$ cat src/rtl/mem_arb_pkg.sv
// mem_arb_pkg
// Shared types and defaults for the mem_arbiter slice.
//   state_t : arbiter FSM encoding (IDLE=0, ISSUE=1, RESP=2)
//   grant_t : requester index (FETCH=0, DATA=1)
//   DEF_ADDR_W / DEF_DATA_W : default word-address and data widths
package mem_arb_pkg;

  localparam int DEF_ADDR_W = 8;
  localparam int DEF_DATA_W = 32;

  typedef enum logic [1:0] {
    IDLE  = 2'd0,
    ISSUE = 2'd1,
    RESP  = 2'd2
  } state_t;

  typedef enum logic {
    FETCH = 1'b0,
    DATA  = 1'b1
  } grant_t;

  // True for every state in which an access is in flight.
  function automatic logic state_is_busy(input state_t s);
    return (s != IDLE);
  endfunction

endpackage

$ cat src/rtl/mem_arbiter_if.sv
// mem_arbiter_if
// Bundles the fetch port, the load/store port and the RAM command port
// of mem_arbiter.
//   Fetch : i_req, i_addr -> i_rdata, i_ack
//   Data  : d_req, d_we, d_addr, d_wdata, d_wmask -> d_rdata, d_ack
//   RAM   : mem_en, mem_wmask, mem_addr, mem_wdata -> mem_rdata
//   Status: busy
// Handshake: a requester raises req with stable address/data and keeps it
// high until it sees a one-cycle ack; req still high in the cycle after
// ack is a new request. The RAM is single-port synchronous: a command is
// taken when mem_en=1 and read data appears the following cycle.
// Modports:
//   master : requesters and the RAM model (environment side)
//   slave  : the arbiter
interface mem_arbiter_if #(
  parameter int ADDR_W = 8,
  parameter int DATA_W = 32
);
  localparam int MASK_W = DATA_W / 8;

  logic              i_req;
  logic [ADDR_W-1:0] i_addr;
  logic [DATA_W-1:0] i_rdata;
  logic              i_ack;

  logic              d_req;
  logic              d_we;
  logic [ADDR_W-1:0] d_addr;
  logic [DATA_W-1:0] d_wdata;
  logic [MASK_W-1:0] d_wmask;
  logic [DATA_W-1:0] d_rdata;
  logic              d_ack;

  logic              mem_en;
  logic [MASK_W-1:0] mem_wmask;
  logic [ADDR_W-1:0] mem_addr;
  logic [DATA_W-1:0] mem_wdata;
  logic [DATA_W-1:0] mem_rdata;

  logic              busy;

  modport master (
    output i_req, i_addr, d_req, d_we, d_addr, d_wdata, d_wmask, mem_rdata,
    input  i_rdata, i_ack, d_rdata, d_ack,
    input  mem_en, mem_wmask, mem_addr, mem_wdata, busy
  );

  modport slave (
    input  i_req, i_addr, d_req, d_we, d_addr, d_wdata, d_wmask, mem_rdata,
    output i_rdata, i_ack, d_rdata, d_ack,
    output mem_en, mem_wmask, mem_addr, mem_wdata, busy
  );

endinterface

$ cat src/rtl/mem_arb_grant.sv
// mem_arb_grant
// Combinational tie-break between the fetch and data requesters.
// Build option MEM_ARB_RR_EN:
//   defined   : round-robin, a tie goes to the requester not granted last;
//               last_nxt is the pointer value to register on a grant.
//   undefined : fixed priority, DATA wins every tie; no pointer exists.
// Ports:
//   i_req, d_req : raw requests
//   take         : (RR only) a grant is being taken this cycle
//   last_q       : (RR only) registered last-grant pointer
//   last_nxt     : (RR only) next pointer value
//   any_req      : at least one request is present
//   grant        : winner index
module mem_arb_grant
  import mem_arb_pkg::*;
(
  input  logic   i_req,
  input  logic   d_req,
`ifdef MEM_ARB_RR_EN
  input  logic   take,
  input  grant_t last_q,
  output grant_t last_nxt,
`endif
  output logic   any_req,
  output grant_t grant
);

  always_comb begin
    any_req = i_req | d_req;
    grant   = FETCH;
`ifdef MEM_ARB_RR_EN
    if (i_req && d_req) begin
      // Alternate on a tie: whoever was served last yields.
      grant = (last_q == FETCH) ? DATA : FETCH;
    end else if (d_req) begin
      grant = DATA;
    end else begin
      grant = FETCH;
    end
    // The pointer follows every grant, not only ties.
    last_nxt = take ? grant : last_q;
`else
    grant = d_req ? DATA : FETCH;
`endif
  end

endmodule

$ cat src/rtl/mem_arbiter.sv
// mem_arbiter
// Shares one single-port synchronous RAM between an instruction-fetch port
// and a load/store port. Every access takes exactly three cycles:
//   IDLE  : requests sampled, winner's command latched
//   ISSUE : mem_en=1, command presented to the RAM
//   RESP  : RAM data returned on the granted port with a one-cycle ack
// Build option MEM_ARB_RR_EN selects round-robin tie-breaking; without it
// DATA has fixed priority (see mem_arb_grant).
// Ports:
//   clk       : clock, all logic on posedge
//   rst       : synchronous active-high reset; aborts any access in flight
//   bus       : mem_arbiter_if.slave (fetch, data and RAM ports, busy)
//   state_dbg : current FSM state
module mem_arbiter
  import mem_arb_pkg::*;
#(
  parameter int ADDR_W = DEF_ADDR_W,
  parameter int DATA_W = DEF_DATA_W
) (
  input  logic          clk,
  input  logic          rst,
  mem_arbiter_if.slave  bus,
  output state_t        state_dbg
);

  localparam int MASK_W = DATA_W / 8;

  state_t            state_q;
  state_t            state_d;
  logic              take;

  grant_t            grant;
  logic              any_req;
  grant_t            grant_q;
  logic              we_q;
  logic [ADDR_W-1:0] addr_q;
  logic [DATA_W-1:0] wdata_q;
  logic [MASK_W-1:0] wmask_q;
  logic [DATA_W-1:0] i_rdata_q;
  logic [DATA_W-1:0] d_rdata_q;
  logic              i_ack_int;
  logic              d_ack_int;

`ifdef MEM_ARB_RR_EN
  grant_t            last_q;
  grant_t            last_nxt;
`endif

  mem_arb_grant u_grant (
    .i_req    (bus.i_req),
    .d_req    (bus.d_req),
`ifdef MEM_ARB_RR_EN
    .take     (take),
    .last_q   (last_q),
    .last_nxt (last_nxt),
`endif
    .any_req  (any_req),
    .grant    (grant)
  );

  // State register.
  always_ff @(posedge clk) begin
    if (rst) begin
      state_q <= IDLE;
    end else begin
      state_q <= state_d;
    end
  end

  // Next state. Requests are only looked at in IDLE, so a requester that
  // drops req after being granted does not disturb the access.
  always_comb begin
    state_d = state_q;
    take    = 1'b0;
    case (state_q)
      IDLE: begin
        if (any_req) begin
          state_d = ISSUE;
          take    = 1'b1;
        end
      end
      ISSUE:   state_d = RESP;
      RESP:    state_d = IDLE;
      default: state_d = IDLE;
    endcase
  end

  // Command latch and returned-data holding registers.
  always_ff @(posedge clk) begin
    if (rst) begin
      grant_q   <= FETCH;
      we_q      <= 1'b0;
      addr_q    <= '0;
      wdata_q   <= '0;
      wmask_q   <= '0;
      i_rdata_q <= '0;
      d_rdata_q <= '0;
`ifdef MEM_ARB_RR_EN
      last_q    <= DATA;
`endif
    end else begin
`ifdef MEM_ARB_RR_EN
      last_q <= last_nxt;
`endif
      if (take) begin
        grant_q <= grant;
        if (grant == DATA) begin
          we_q    <= bus.d_we;
          addr_q  <= bus.d_addr;
          wdata_q <= bus.d_wdata;
          wmask_q <= bus.d_we ? bus.d_wmask : '0;
        end else begin
          we_q    <= 1'b0;
          addr_q  <= bus.i_addr;
          wdata_q <= '0;
          wmask_q <= '0;
        end
      end
      if (state_q == RESP) begin
        if (grant_q == FETCH) begin
          i_rdata_q <= bus.mem_rdata;
        end else if (!we_q) begin
          d_rdata_q <= bus.mem_rdata;
        end
      end
    end
  end

  // Acks and the RAM strobe are gated by rst so an aborted access never
  // completes and an aborted store never reaches the RAM.
  always_comb begin
    i_ack_int = (state_q == RESP) && (grant_q == FETCH) && !rst;
    d_ack_int = (state_q == RESP) && (grant_q == DATA) && !rst;
  end

  // The RAM delivers data during RESP, so the ack cycle forwards it
  // directly; the holding registers cover every other cycle.
  always_comb begin
    bus.mem_en    = (state_q == ISSUE) && !rst;
    bus.mem_wmask = bus.mem_en ? wmask_q : '0;
    bus.mem_addr  = addr_q;
    bus.mem_wdata = wdata_q;
    bus.i_ack     = i_ack_int;
    bus.d_ack     = d_ack_int;
    bus.i_rdata   = i_ack_int ? bus.mem_rdata : i_rdata_q;
    bus.d_rdata   = (d_ack_int && !we_q) ? bus.mem_rdata : d_rdata_q;
    bus.busy      = state_is_busy(state_q);
  end

  assign state_dbg = state_q;

endmodule

$ cat src/flat_wrapper.sv
// flat-port wrapper written by rule: the top's interface ports become plain ports
module mem_arbiter_flat import mem_arb_pkg::*;
#(
  parameter int ADDR_W = DEF_ADDR_W,
  parameter int DATA_W = DEF_DATA_W
)
  (clk, rst, state_dbg, bus_i_req, bus_i_addr, bus_d_req, bus_d_we, bus_d_addr, bus_d_wdata, bus_d_wmask, bus_mem_rdata, bus_i_rdata, bus_i_ack, bus_d_rdata, bus_d_ack, bus_mem_en, bus_mem_wmask, bus_mem_addr, bus_mem_wdata, bus_busy);
  mem_arbiter_if #(.ADDR_W(ADDR_W), .DATA_W(DATA_W)) bus_i ();
  input  logic clk;
  input  logic rst;
  output state_t state_dbg;
  input wire logic [$bits(bus_i.i_req)-1:0] bus_i_req;
  input wire logic [$bits(bus_i.i_addr)-1:0] bus_i_addr;
  input wire logic [$bits(bus_i.d_req)-1:0] bus_d_req;
  input wire logic [$bits(bus_i.d_we)-1:0] bus_d_we;
  input wire logic [$bits(bus_i.d_addr)-1:0] bus_d_addr;
  input wire logic [$bits(bus_i.d_wdata)-1:0] bus_d_wdata;
  input wire logic [$bits(bus_i.d_wmask)-1:0] bus_d_wmask;
  input wire logic [$bits(bus_i.mem_rdata)-1:0] bus_mem_rdata;
  output wire logic [$bits(bus_i.i_rdata)-1:0] bus_i_rdata;
  output wire logic [$bits(bus_i.i_ack)-1:0] bus_i_ack;
  output wire logic [$bits(bus_i.d_rdata)-1:0] bus_d_rdata;
  output wire logic [$bits(bus_i.d_ack)-1:0] bus_d_ack;
  output wire logic [$bits(bus_i.mem_en)-1:0] bus_mem_en;
  output wire logic [$bits(bus_i.mem_wmask)-1:0] bus_mem_wmask;
  output wire logic [$bits(bus_i.mem_addr)-1:0] bus_mem_addr;
  output wire logic [$bits(bus_i.mem_wdata)-1:0] bus_mem_wdata;
  output wire logic [$bits(bus_i.busy)-1:0] bus_busy;
  assign bus_i.i_req = bus_i_req;
  assign bus_i.i_addr = bus_i_addr;
  assign bus_i.d_req = bus_d_req;
  assign bus_i.d_we = bus_d_we;
  assign bus_i.d_addr = bus_d_addr;
  assign bus_i.d_wdata = bus_d_wdata;
  assign bus_i.d_wmask = bus_d_wmask;
  assign bus_i.mem_rdata = bus_mem_rdata;
  assign bus_i_rdata = bus_i.i_rdata;
  assign bus_i_ack = bus_i.i_ack;
  assign bus_d_rdata = bus_i.d_rdata;
  assign bus_d_ack = bus_i.d_ack;
  assign bus_mem_en = bus_i.mem_en;
  assign bus_mem_wmask = bus_i.mem_wmask;
  assign bus_mem_addr = bus_i.mem_addr;
  assign bus_mem_wdata = bus_i.mem_wdata;
  assign bus_busy = bus_i.busy;
  mem_arbiter #(.ADDR_W(ADDR_W), .DATA_W(DATA_W)) u_core (.clk(clk), .rst(rst), .bus(bus_i), .state_dbg(state_dbg));
endmodule
$ cat config.mk
export PLATFORM = sky130hd
export DESIGN_NAME = mem_arbiter_flat
export DESIGN_NICKNAME = d
export VERILOG_FILES = /design/src/rtl/mem_arb_pkg.sv /design/src/rtl/mem_arbiter_if.sv /design/src/rtl/mem_arb_grant.sv /design/src/rtl/mem_arbiter.sv /design/src/flat_wrapper.sv
export SDC_FILE = /design/constraint.sdc
export NUM_CORES = 1
export LEC_CHECK = 0
export CORE_MARGIN = 5
export CORE_UTILIZATION = 38
export DETAILED_ROUTE_END_ITERATION = 12
export PLACE_DENSITY_LB_ADDON = 0.08
export RECOVER_POWER = 50
export SYNTH_ARGS = -nofsm -noshare
export SYNTH_HDL_FRONTEND = slang
export SYNTH_SLANG_ARGS = --single-unit
$ cat constraint.sdc
create_clock -name clk -period 1.8 [get_ports clk]
set_input_delay 0.27 -clock clk [delete_from_list [all_inputs] [get_ports clk]]
set_output_delay 0.27 -clock clk [all_outputs]
set_load 0.005 [all_outputs]
==> flow_metrics.py, run 1 <==
metrics = {
    "setup_path": {
        "crit_type": "register to output pin",
        "critPathBufInv": 6,
        "slowest_stage": "dfxtp_4",
        "required_ns": 1.53,
        "critPathTopFamily": "buffers and inverters",
        "critical_path_arrival_ns": 1.95,
        "crit_path_frequent_cell": "buf_12",
        "crit_path_end_kind": "output pin",
        "start_kind": "register",
        "cp_cell_sequence": "buf_6 -> nor4b_4 -> buf_12 -> buf_12 -> buf_12 -> buf_8 -> mux2_4 -> buf_6",
        "crit_path_max_incr_delay_ns": 0.37,
        "cp_max_fo": 5,
    },
    "grt": {
        "grt_pass1_wl_mm": 24.3,
        "grt_pass1_vias": 4694,
        "grt.total_usage_pct": 21.0,
        "overflow": 0,
        "grt_max_degree": 47,
        "antenna_found_initial": 1,
    },
    "cells_and_area": {
        "mostFrequentLayoutCell": "clkdlybuf4s50_1",
        "most-common-layout-cells": "clkdlybuf4s50_1, dfxtp_1, buf_6",
        "final_cells": 862,
        "final_util_pct": 69.5,
        "syn_to_final_growth_pct": 81.3,
        "nNetsFinal": 799,
        "drive_gt1_share_pct": 37.5,
        "design_area_um2": 8280,
        "antenna_cells": 0,
        "fillCellCount": 896,
    },
    "power": {
        "p_leak_nw": 3.45,
        "p_per_area_nw_per_um2": 689,
        "vdd_drop_max_uv": 553,
    },
    "sta": {
        "tightest_slew_ns": 0.693,
        "hold_violations": 0,
        "slew_viol_final": 0,
        "max-slew-margin-rel_pct": 53.8,
        "grt_setup_unrepaired": "yes",
        "finalSetupViolCount": 69,
        "fin_crit_ns": 2.22,
        "fmax_ghz": 0.450,
        "fin_crit_sh_pct": 123,
        "finalSetupTns_ns": -20.61,
        "fin_ws_ns": -0.420,
        "skew_ns": 0.00543,
    },
    "routing": {
        "vias_per_cell": 5.24,
        "wl_mm": 15.8,
        "route.met3.wl_mm": 1.17,
        "top_layer_used": "met5",
        "wl_met1_mm": 6.44,
        "wl_met2_mm": 7.94,
        "post_drt_wl_per_cell_um": 18.3,
        "drt-initial-drc-count": 210,
        "dr_total_vias": 4516,
        "firstDrtPassIters": 4,
        "postRouteAntennaNets": 0,
        "drc": 0,
    },
    "die": {
        "fp.dieArea_um2": 14300,
        "num_rows": 40,
        "start_util_pct": 38.4,
        "io-pin-count": 203,
        "die-height_um": 120,
        "core_um2": 11900,
        "die_x_um": 120,
    },
    "clock_tree": {
        "hold_buffers": 0,
        "htree_levels": 3,
        "clkLatencyLatePin_ns": 0.35,
        "cts_buffers": 9,
        "path_clk_slew_ns": 0.07,
        "cts_tree": "built",
        "cts.sinks": 112,
        "cts_buffer_depth": 2,
        "root_buffer": "clkbuf_16",
    },
    "synthesis": {
        "syn_nets": 529,
        "yosysSeqAreaShare_pct": 49.1,
        "synth_cells": 440,
        "synth_seq_cells": 112,
        "ys.warnings.count": 0,
        "synth_area_um2": 4570,
        "ys_types": 25,
        "syn-mean-instance-area_um2": 10.4,
    },
    "run_status": {
        "status": "complete, but fails checks",
        "violations": "negative setup slack",
    },
    "placement": {
        "place_congestion": 0.785,
        "place_area_um2": 7070,
        "portBuffers": 202,
        "place_hpwl_mm": 9.81,
        "dp_slack_ns": -0.361,
        "dp.cells": 796,
    },
    "min_path": {
        "hold_class": "input port to register",
    },
    "flow_run": {
        "cap_violations": 0,
    },
}
[power by group]
part	switching [mW]	leakage (nW)	total (mW)	internal, mW
sequential	0.0616	0.914	2.65	2.58
combinational	0.439	2.40	1.09	0.646
clock	0.901	0.138	1.97	1.07
total	1.40	3.45	5.70	4.30
[cell type report]
| cell class | count | area [um^2] | area share, % |
|---|---|---|---|
| Clock buffer | 10 | 229 | 2.76 |
| Clock inverter | 6 | 60.1 | 0.725 |
| Multi-Input combinational cell | 287 | 2460 | 29.7 |
| Sequential cell | 112 | 2250 | 27.2 |
| Tap cell | 147 | 184 | 2.22 |
| Timing Repair Buffer | 298 | 3090 | 37.3 |
| Inverter | 2 | 7.51 | 0.0906 |
[state kept, by name, summed over array words and instances (netlist names)]
signal and count:
u_core.bus.mem_wdata 32, u_core.d_rdata_q 32, u_core.i_rdata_q 32, u_core.bus.mem_addr 8, u_core.wmask_q 4, u_core.state_dbg 2, u_core.grant_q 1, u_core.we_q 1
[metrics by stage]
step	hold slack, ns	power, mW
global placement	0.451	3.64
global route	0.435	5.93
CTS	0.392	5.71
detailed placement	0.450	3.66
finish	0.416	5.70
floorplan	0.403	3.02
[kinds of logic (layout without fill, tap and decap cells)]
logic type / after synthesis / count (layout) / synth area share (%)
compound gates: 157 / 158 / 22.9
flops: 112 / 112 / 49.1
mux: 72 / 72 / 17.5
simple gates: 57 / 57 / 6.24
buf+inv: 42 / 316 / 4.24
[path summary, 6_finish.rpt]
check	startpoint	endpoint	slack (ns)	cells past startpoint
worst min register to register	u_core.wmask_q[3]	u_core.wmask_q[3]	0.47	2
worst max-delay path	u_core.state_dbg[1]	bus_i_rdata[6]	-0.42	8
worst min-delay path	rst	u_core.state_dbg[1]	0.42	3
worst max register to register	u_core.state_dbg[1]	u_core.i_rdata_q[24]	0.02	10
[worst min-delay path, stage by stage]
cell     delay [ns]
buf_2          0.16
buf_4          0.22
nor3b_1        0.07
[synthesized netlist by cell type, drive strengths merged]
cell,count,area (um^2)
a211oi,8,60.1
a21oi,46,230
a22o,64,561
a31oi,1,6.26
and2,4,25.0
buf,20,111
clkbuf,20,75.1
dfxtp,112,2240
inv,2,7.51
mux2,64,721
mux2i,8,80.1
nand2,35,131
nand3,4,20.0
nor2,5,21.3
nor3,2,10.0
nor3b,4,35.0
nor4,1,21.3
nor4b,1,15.0
o21ai,38,190
or2,1,6.26
[what timing repair did]
item / in CTS / in global routing
cloned: 3 / 1
setup buffers: 45 / 13
resized for setup: 381 / 84
setup endpoints to repair: 105 / 73
pin swaps: 9 / 4
[metal layers]
layer,vias up,global-route usage (%)
li1,2166,-
met1,2192,24.2
met2,133,36.3
met3,23,7.30
met4,2,6.87
met5,-,0
Power figures use the tool's default switching activity.
==> run 2: changes to the inputs <==
--- a/config.mk
+++ b/config.mk
@@ -7,6 +7,7 @@
 export LEC_CHECK = 0
 export CORE_MARGIN = 5
 export CORE_UTILIZATION = 38
+export CTS_CLUSTER_SIZE = 10
 export DETAILED_ROUTE_END_ITERATION = 12
 export PLACE_DENSITY_LB_ADDON = 0.08
 export RECOVER_POWER = 50
==> results of run 2 <==
The final DEF is identical to that of run 1; final timing and power are the same.
